[src/rtl/atm_ctrl_param.sv]
// rtl/atm_ctrl_param.sv - parametrised single-account ATM controller (optional face check: ATM_FACE_RECOG_EN)
module atm_ctrl_param #(
  parameter int BAL_W        = 16,
  parameter int PIN_W        = 4,
  parameter int PIN_CODE     = 0,
  parameter int INIT_BAL     = 20000,
  parameter int MAX_TRIES    = 3,
  parameter int WD_LIMIT     = 10000,
  parameter int FACE_TIMEOUT = 16,
  parameter int HIST_DEPTH   = 4
) (
  input  logic             clk,
  input  logic             reset,
  input  logic [PIN_W-1:0] pin,
  input  logic             pin_valid,
  input  logic             op_valid,
  input  logic [1:0]       op,
  input  logic [BAL_W-1:0] amount,
  input  logic             face_recog,
  input  logic             logout,
  output logic             authenticated,
  output logic             account_locked,
  output logic             busy,
  output logic             done,
  output logic [2:0]       status,
  output logic [BAL_W-1:0] balance,
  output logic [BAL_W:0]   hist_data,
  output logic             hist_valid,
  output logic             hist_last
);

  localparam int PTR_W = $clog2(HIST_DEPTH);
  localparam int CNT_W = PTR_W + 1;
  localparam int TR_W  = $clog2(MAX_TRIES + 1);

  localparam logic [PIN_W-1:0] PIN_V  = PIN_W'(PIN_CODE);
  localparam logic [BAL_W-1:0] INIT_V = BAL_W'(INIT_BAL);
  localparam logic [BAL_W-1:0] WDL_V  = BAL_W'(WD_LIMIT);

  localparam logic [2:0] ST_OK       = 3'd0;
  localparam logic [2:0] ST_BAD_PIN  = 3'd1;
  localparam logic [2:0] ST_LOCKED   = 3'd2;
  localparam logic [2:0] ST_INSUFF   = 3'd3;
  localparam logic [2:0] ST_LIMIT    = 3'd4;
  localparam logic [2:0] ST_FACEFAIL = 3'd5;
  localparam logic [2:0] ST_OVERFLOW = 3'd6;
  localparam logic [2:0] ST_ILLEGAL  = 3'd7;

  typedef enum logic [2:0] {
    S_IDLE      = 3'd0,
    S_AUTH      = 3'd1,
    S_FACE_WAIT = 3'd2,
    S_STMT      = 3'd3,
    S_LOCKED    = 3'd4
  } state_t;

  state_t state_q, state_d;

  logic [BAL_W-1:0] bal_q, bal_d;
  logic [TR_W-1:0]  tries_q, tries_d;
  logic             done_q, done_d;
  logic [2:0]       status_q, status_d;
  logic [BAL_W:0]   hdata_q, hdata_d;
  logic             hvalid_q, hvalid_d;
  logic             hlast_q, hlast_d;
  logic [PTR_W-1:0] wr_ptr_q, wr_ptr_d;
  logic [PTR_W-1:0] rd_ptr_q, rd_ptr_d;
  logic [CNT_W-1:0] cnt_q, cnt_d;
  logic [CNT_W-1:0] remain_q, remain_d;

  logic [BAL_W:0]   mem [HIST_DEPTH];
  logic             log_en;
  logic [BAL_W:0]   log_data;

  logic [PTR_W-1:0] newest_ptr;
  logic [BAL_W:0]   dep_sum;

`ifdef ATM_FACE_RECOG_EN
  localparam int FT_W = $clog2(FACE_TIMEOUT + 1);
  logic [BAL_W-1:0] pend_q, pend_d;
  logic [FT_W-1:0]  fw_q, fw_d;
`else
  logic unused_face;
  assign unused_face = face_recog;
`endif

  assign newest_ptr = wr_ptr_q - 1'b1;
  assign dep_sum    = {1'b0, bal_q} + {1'b0, amount};

  assign authenticated  = (state_q == S_AUTH) || (state_q == S_FACE_WAIT) || (state_q == S_STMT);
  assign account_locked = (state_q == S_LOCKED);
  assign busy           = (state_q == S_FACE_WAIT) || (state_q == S_STMT);
  assign done           = done_q;
  assign status         = status_q;
  assign balance        = bal_q;
  assign hist_data      = hdata_q;
  assign hist_valid     = hvalid_q;
  assign hist_last      = hlast_q;

  // Next-state, datapath updates and registered-output values for the session FSM
  always_comb begin
    state_d  = state_q;
    bal_d    = bal_q;
    tries_d  = tries_q;
    done_d   = 1'b0;
    status_d = status_q;
    hdata_d  = '0;
    hvalid_d = 1'b0;
    hlast_d  = 1'b0;
    wr_ptr_d = wr_ptr_q;
    rd_ptr_d = rd_ptr_q;
    cnt_d    = cnt_q;
    remain_d = remain_q;
    log_en   = 1'b0;
    log_data = '0;
`ifdef ATM_FACE_RECOG_EN
    pend_d   = pend_q;
    fw_d     = fw_q;
`endif

    case (state_q)
      S_IDLE: begin
        if (pin_valid) begin
          done_d = 1'b1;
          if (pin == PIN_V) begin
            state_d  = S_AUTH;
            tries_d  = '0;
            status_d = ST_OK;
          end else if (tries_q + 1'b1 >= TR_W'(MAX_TRIES)) begin
            state_d  = S_LOCKED;
            tries_d  = tries_q + 1'b1;
            status_d = ST_LOCKED;
          end else begin
            tries_d  = tries_q + 1'b1;
            status_d = ST_BAD_PIN;
          end
        end else if (op_valid) begin
          done_d   = 1'b1;
          status_d = ST_ILLEGAL;
        end
      end

      S_AUTH: begin
        if (logout) begin
          state_d = S_IDLE;
        end else if (op_valid) begin
          case (op)
            2'd0: begin
              if (amount > bal_q) begin
                done_d   = 1'b1;
                status_d = ST_INSUFF;
              end else if (amount > WDL_V) begin
`ifdef ATM_FACE_RECOG_EN
                state_d = S_FACE_WAIT;
                pend_d  = amount;
                fw_d    = '0;
`else
                done_d   = 1'b1;
                status_d = ST_LIMIT;
`endif
              end else begin
                done_d   = 1'b1;
                status_d = ST_OK;
                bal_d    = bal_q - amount;
                if (amount != '0) begin
                  log_en   = 1'b1;
                  log_data = {1'b0, amount};
                end
              end
            end
            2'd1: begin
              done_d = 1'b1;
              if (dep_sum[BAL_W]) begin
                status_d = ST_OVERFLOW;
              end else begin
                status_d = ST_OK;
                bal_d    = dep_sum[BAL_W-1:0];
                if (amount != '0) begin
                  log_en   = 1'b1;
                  log_data = {1'b1, amount};
                end
              end
            end
            2'd2: begin
              done_d   = 1'b1;
              status_d = ST_OK;
            end
            default: begin
              // Beat 0 is loaded on the accepting edge so the stream starts one cycle later
              if (cnt_q == '0) begin
                done_d   = 1'b1;
                status_d = ST_OK;
              end else begin
                state_d  = S_STMT;
                hvalid_d = 1'b1;
                hdata_d  = mem[newest_ptr];
                hlast_d  = (cnt_q == CNT_W'(1));
                rd_ptr_d = wr_ptr_q - PTR_W'(2);
                remain_d = cnt_q - 1'b1;
              end
            end
          endcase
        end
      end

`ifdef ATM_FACE_RECOG_EN
      S_FACE_WAIT: begin
        if (logout) begin
          done_d   = 1'b1;
          status_d = ST_FACEFAIL;
          state_d  = S_IDLE;
        end else if (face_recog) begin
          done_d   = 1'b1;
          status_d = ST_OK;
          bal_d    = bal_q - pend_q;
          log_en   = 1'b1;
          log_data = {1'b0, pend_q};
          state_d  = S_AUTH;
        end else if (fw_q == FT_W'(FACE_TIMEOUT - 1)) begin
          done_d   = 1'b1;
          status_d = ST_FACEFAIL;
          state_d  = S_AUTH;
        end else begin
          fw_d = fw_q + 1'b1;
        end
      end
`endif

      S_STMT: begin
        if (remain_q == '0) begin
          done_d   = 1'b1;
          status_d = ST_OK;
          state_d  = S_AUTH;
        end else begin
          hvalid_d = 1'b1;
          hdata_d  = mem[rd_ptr_q];
          hlast_d  = (remain_q == CNT_W'(1));
          rd_ptr_d = rd_ptr_q - 1'b1;
          remain_d = remain_q - 1'b1;
        end
      end

      S_LOCKED: begin
        if (pin_valid || op_valid) begin
          done_d   = 1'b1;
          status_d = ST_LOCKED;
        end
      end

      default: state_d = S_IDLE;
    endcase

    // Ring pointer wraps naturally because HIST_DEPTH is a power of two
    if (log_en) begin
      wr_ptr_d = wr_ptr_q + 1'b1;
      if (cnt_q != CNT_W'(HIST_DEPTH)) begin
        cnt_d = cnt_q + 1'b1;
      end
    end
  end

  // State, balance, history and registered outputs
  always_ff @(posedge clk) begin
    if (!reset) begin
      state_q  <= S_IDLE;
      bal_q    <= INIT_V;
      tries_q  <= '0;
      done_q   <= 1'b0;
      status_q <= ST_OK;
      hdata_q  <= '0;
      hvalid_q <= 1'b0;
      hlast_q  <= 1'b0;
      wr_ptr_q <= '0;
      rd_ptr_q <= '0;
      cnt_q    <= '0;
      remain_q <= '0;
`ifdef ATM_FACE_RECOG_EN
      pend_q   <= '0;
      fw_q     <= '0;
`endif
      for (int i = 0; i < HIST_DEPTH; i++) begin
        mem[i] <= '0;
      end
    end else begin
      state_q  <= state_d;
      bal_q    <= bal_d;
      tries_q  <= tries_d;
      done_q   <= done_d;
      status_q <= status_d;
      hdata_q  <= hdata_d;
      hvalid_q <= hvalid_d;
      hlast_q  <= hlast_d;
      wr_ptr_q <= wr_ptr_d;
      rd_ptr_q <= rd_ptr_d;
      cnt_q    <= cnt_d;
      remain_q <= remain_d;
`ifdef ATM_FACE_RECOG_EN
      pend_q   <= pend_d;
      fw_q     <= fw_d;
`endif
      if (log_en) begin
        mem[wr_ptr_q] <= log_data;
      end
    end
  end

endmodule

[config.mk]
export PLATFORM = sky130hd
export DESIGN_NAME = atm_ctrl_param
export DESIGN_NICKNAME = d
export VERILOG_FILES = /design/src/rtl/atm_ctrl_param.sv
export SDC_FILE = /design/constraint.sdc
export NUM_CORES = 1
export LEC_CHECK = 0
export BUFFER_PORTS_ARGS = -buffer_cell sky130_fd_sc_hd__buf_2
export CAP_MARGIN = 20
export CORE_MARGIN = 10
export CORE_UTILIZATION = 55
export CTS_CLUSTER_SIZE = 25
export DETAILED_ROUTE_END_ITERATION = 16
export PLACE_DENSITY = 0.75
export RECOVER_POWER = 25
export SLEW_MARGIN = 15
export SYNTH_ARGS = -nofsm -noshare
export SYNTH_HDL_FRONTEND = slang
export SYNTH_SLANG_ARGS = --single-unit
[constraint.sdc]
create_clock -name clk -period 4.11 [get_ports clk]
set_input_delay 0.6165 -clock clk [delete_from_list [all_inputs] [get_ports clk]]
set_output_delay 0.6165 -clock clk [all_outputs]
set_load 0.005 [all_outputs]
# == Yosys cells after proc, flatten, opt, wreduce, memory -nomap -nowiden ==
# Memory sizes are Yosys's and may differ from the RTL's. A register that Yosys moved wholly into a read port is not among the register bits.
# Index checks and enable logic that the tools add are counted.
# totals
out_inout_bits,42
ff_bits,54
in_bits,28
ramBits,68
n_memories,1
word_cells,168
# memory_table
memory,depth,word_bits,read_ports,rd_ports_with_merged_regs,wr,line,source
mem,4,17,2,1,4,71,logic [BAL_W:0] mem [HIST_DEPTH];
# op_classes
bitwise,2
add_sub_neg,10
order_cmp,3
n_mux,93
reduce_logical,21
eq_ne,26
# ops
op,n
$mux W17,11
$mux W16,6
$mux W3,23
$pmux W17 S2,2
$pmux W16 S2,1
$mux W1,30
$pmux W3 S4,2
$mux W2,11
$reduce_and A7 Y1,3
$ne A2 B2 Y1 const B,9
$ne A3 B3 Y1 const B,6
$add A16 B16 Y17,1
$reduce_or A17 Y1,1
$gt A16 B14 Y1 const B,1
$gt A16 B16 Y1,1
$reduce_bool A16 Y1,1
$sub A16 B16 Y16,1
$eq A3 B1 Y1 const B,3
$logic_not A3 Y1,3
$pmux W3 S3,1
$eq A3 B2 Y1 const B,2
$pmux W1 S2,3
$pmux W3 S2,1
$reduce_and A6 Y1,1
21 further kinds,31

# == Longest topological paths before layout ==
# logic_depth
word_depth,13
mapped_depth,12
mapped_depth_nobuf,10

# == Worst setup path after synthesis ==
# OpenSTA, ideal clock, no wires.
# synth_path
path_type,input to register
startpoint,in amount[10]
endpoint,mem mem[0][0] (netlist name) (enable)
path_slack_ns,0.792
setup_ns,0.322
n_path_buf,2
path_stages,11
arrival_ns,2.996
t_required_ns,3.788
cell_sequence,inv_1 ha_1 buf_6 and4_4 and2_4 or4b_4 o21a_1 o211a_4 o2111ai_4 buf_6 nand2_2
# synth_rtl
element,line,source
from (decl),18,"input logic [BAL_W-1:0] amount,"
to (decl),71,

==> metrics <==
Rows=43; overall routed net length=between 20000 and 25000 um; endpoints failing setup=0; mapped cell area=between 7000 and 8000 um2; via count=6283; Clock Latency Late Sink=approximately 0.43 ns; Most used DFF post-synth=edfxtp_1; total of max-cap violations=0; CP startpoint=state_q[0]; register area share after synthesis=0.414; share of layout cells above drive strength 1=0.168; Mapped Cells=750; #FFs+latches synth=between 100 and 150; total power=between 3 and 4 mW; Leak=approximately 3.2 nW; Total GRT Usage=0.217; dpl hpwl=14200 um; final hold vios=0; Starting Density=0.555; Vias/cell=6.24; first-pass GRT wire length=32200 um; highest-count cells in the layout ignoring fill and taps=nor2_1, edfxtp_1, dfxtp_1; CP arrival=3.73 ns; placed cell count=slightly below 1000; largest net degree at the start of global routing=43; ANT nets after route=0; crit-path most repeated cell=nor2_1; Hold WC Path Type=reg -> reg; Layout Cells excl Fill=between 1000 and 1500; most common cell after layout, fill and taps aside=nor2_1; grt met2 use=0.376; Final Worst Setup Slack=0.714 ns; CP Cell Sequence=nor2b_1 > buf_4 > and2b_1 > nand3_1 > nor2_1 > clkbuf_1 > nor2_1 > or3_1 > a31oi_1; worst-margin pin slew=roughly 1.3 ns; Slew HR=0.104; die area=19000 um2; Setup WS pre-CTS=between 0.3 and 0.4 ns; post_cts resized=0; Worst R2R Start=state_q[0]; buffers added on ports=just under 70; slowest CP cell=clkbuf_1; die height=~140 um; busiest grt layer=met2; Clock Tree Buf Depth=2; Congestion Overflow GR=0; I/O pin count=70; core area=~14000 um2; DRC Markers=0; Min Clock Period, post-route=between 3 and 4 ns; Post-CTS Setup Inserts=0; critical path's largest stage delay=about 1 ns; Setup Skew=about 0.012 ns; Num CTS Buffers=17; period utilisation layout=0.826; status=finished clean; root buf cell=clkbuf_16; crit path launch type=flip-flop; met3 global-route usage=0.0424; EDFF count, synth=roughly 70; crit-path max FO=24; DR WL/cell=between 20 and 25 um; area grow syn2layout=13.2%; syn_area_per_cell=10.2 um2; GP Congestion=approximately 0.94; Clock Sink Count=between 100 and 150; hold_ws=about 0.46 ns; Synth cell types=slightly below 80; Layout Nets=about 900; Req. time, crit path=4.45 ns; asr flop ratio synth=0; met1 Use GR=0.257; H-tree levels=4; Hold-fix buffers, CTS=0; Max Freq=approximately 290 MHz; Die X=about 140 um; post-route cell area=~8700 um2; syn nets=823; initial antenna violation count=0; post-placement cell area=8150 um2; Final Max Tran Viols=0; unrepaired setup endpoints after global routing=no; setup TNS=0 ns; first-pass iteration count of the detailed router=9; worst vdd ir=roughly 0.29 mV; final core utilization=0.629; CP Class=reg -> reg; pwr/cell area=about 350 nW/um2; CTS tree=built; Yosys warning total=0; # diodes=0; detailed router's first-iteration violation count=around 720; hold_sp=remain_q[1]; clk slew on worst S/H paths=approximately 0.05 ns; # fillers=around 1200; crit end category=flip-flop; number of global-route vias before repair=6246
## logic make-up (layout without fill, tap and decap cells)
group | after synthesis | in the layout | share of synthesized area
xor+xnor | 11 | 11 | 0.0126
simple gates | 247 | 247 | 0.152
mux | 38 | 38 | 0.105
flops | 124 | 124 | 0.414
compound gates | 202 | 202 | 0.192
buf+inv | 83 | 160 | 0.0481
fa+ha+maj | 45 | 45 | 0.0756
## power by group
group	internal [mW]	total (mW)	leakage (nW)	switching, mW
combinational	0.103	0.270	1.74	0.168
sequential	1.34	1.36	1.15	0.0198
clock	0.899	1.43	0.266	0.534
total	2.34	3.06	3.16	0.722
## routing by layer
| layer | wire (um) | part of all wire |
|---|---|---|
| met4 | 524 | 0.026 |
| met1 | 8000 | 0.40 |
| met3 | 1190 | 0.059 |
| met2 | 10400 | 0.52 |
| met5 | 0 | 0 |
## cell usage after synthesis, drive strengths merged, types with 4 or more instances
master	n	area, um2
nor2	113	424
edfxtp	68	2040
dfxtp	56	1120
a21oi	55	283
nand2	44	173
ha	43	538
o21ai	42	225
inv	41	154
mux4	34	766
clkbuf	29	111
a22oi	21	163
nand3	17	90.1
buf	13	103
nor3	12	60.1
o211ai	10	75.1
xnor2	10	87.6
nor2b	9	56.3
a211oi	7	52.6
a31oi	7	43.8
nor4	7	43.8
o2111ai	7	114
a21o	6	45.0
nand2b	6	37.5
or3	6	37.5
and2	5	33.8
o311ai	5	43.8
o31ai	5	37.5
or2	5	31.3
and3	4	25.0
mux2i	4	40.0
nand4	4	25.0
o21a	4	30.0
o221a	4	45.0
## flip-flops by register name (all words and copies together) (netlist names), 2 cells and up, named ones only
signal / count
balance: 16
cnt_q: 3
hist_data: 17
mem: 68
rd_ptr_q: 2
remain_q: 3
state_q: 3
status: 3
tries_q: 2
wr_ptr_q: 2
## area by class of cell
class                           instances  area [um2]  area share
Tap cell                              180         225      0.0260
Inverter                               41         154      0.0178
Clock inverter                          9        97.6      0.0113
Timing Repair Buffer                   87         445      0.0514
Sequential cell                       124        3160       0.365
Multi-Input combinational cell        543        4120       0.475
Clock buffer                           23         458      0.0529
## critical path: cells and delay by family, from the launching register on
family | cells | cell delay [ns]
simple gates | 6 | 1.55
compound gates | 1 | 0.20
flops | 1 | 0.41
buf+inv | 2 | 1.15
## path summary, 6_finish.rpt
| check | end | slack, ns | cells after the start |
|---|---|---|---|
| min reg2reg | remain_q[1] | 0.46 | 2 |
| min | remain_q[1] | 0.46 | 2 |
| max | flip-flop | 0.71 | 9 |
| max reg2reg | flip-flop | 0.71 | 9 |
Power figures use the tool's default switching activity.
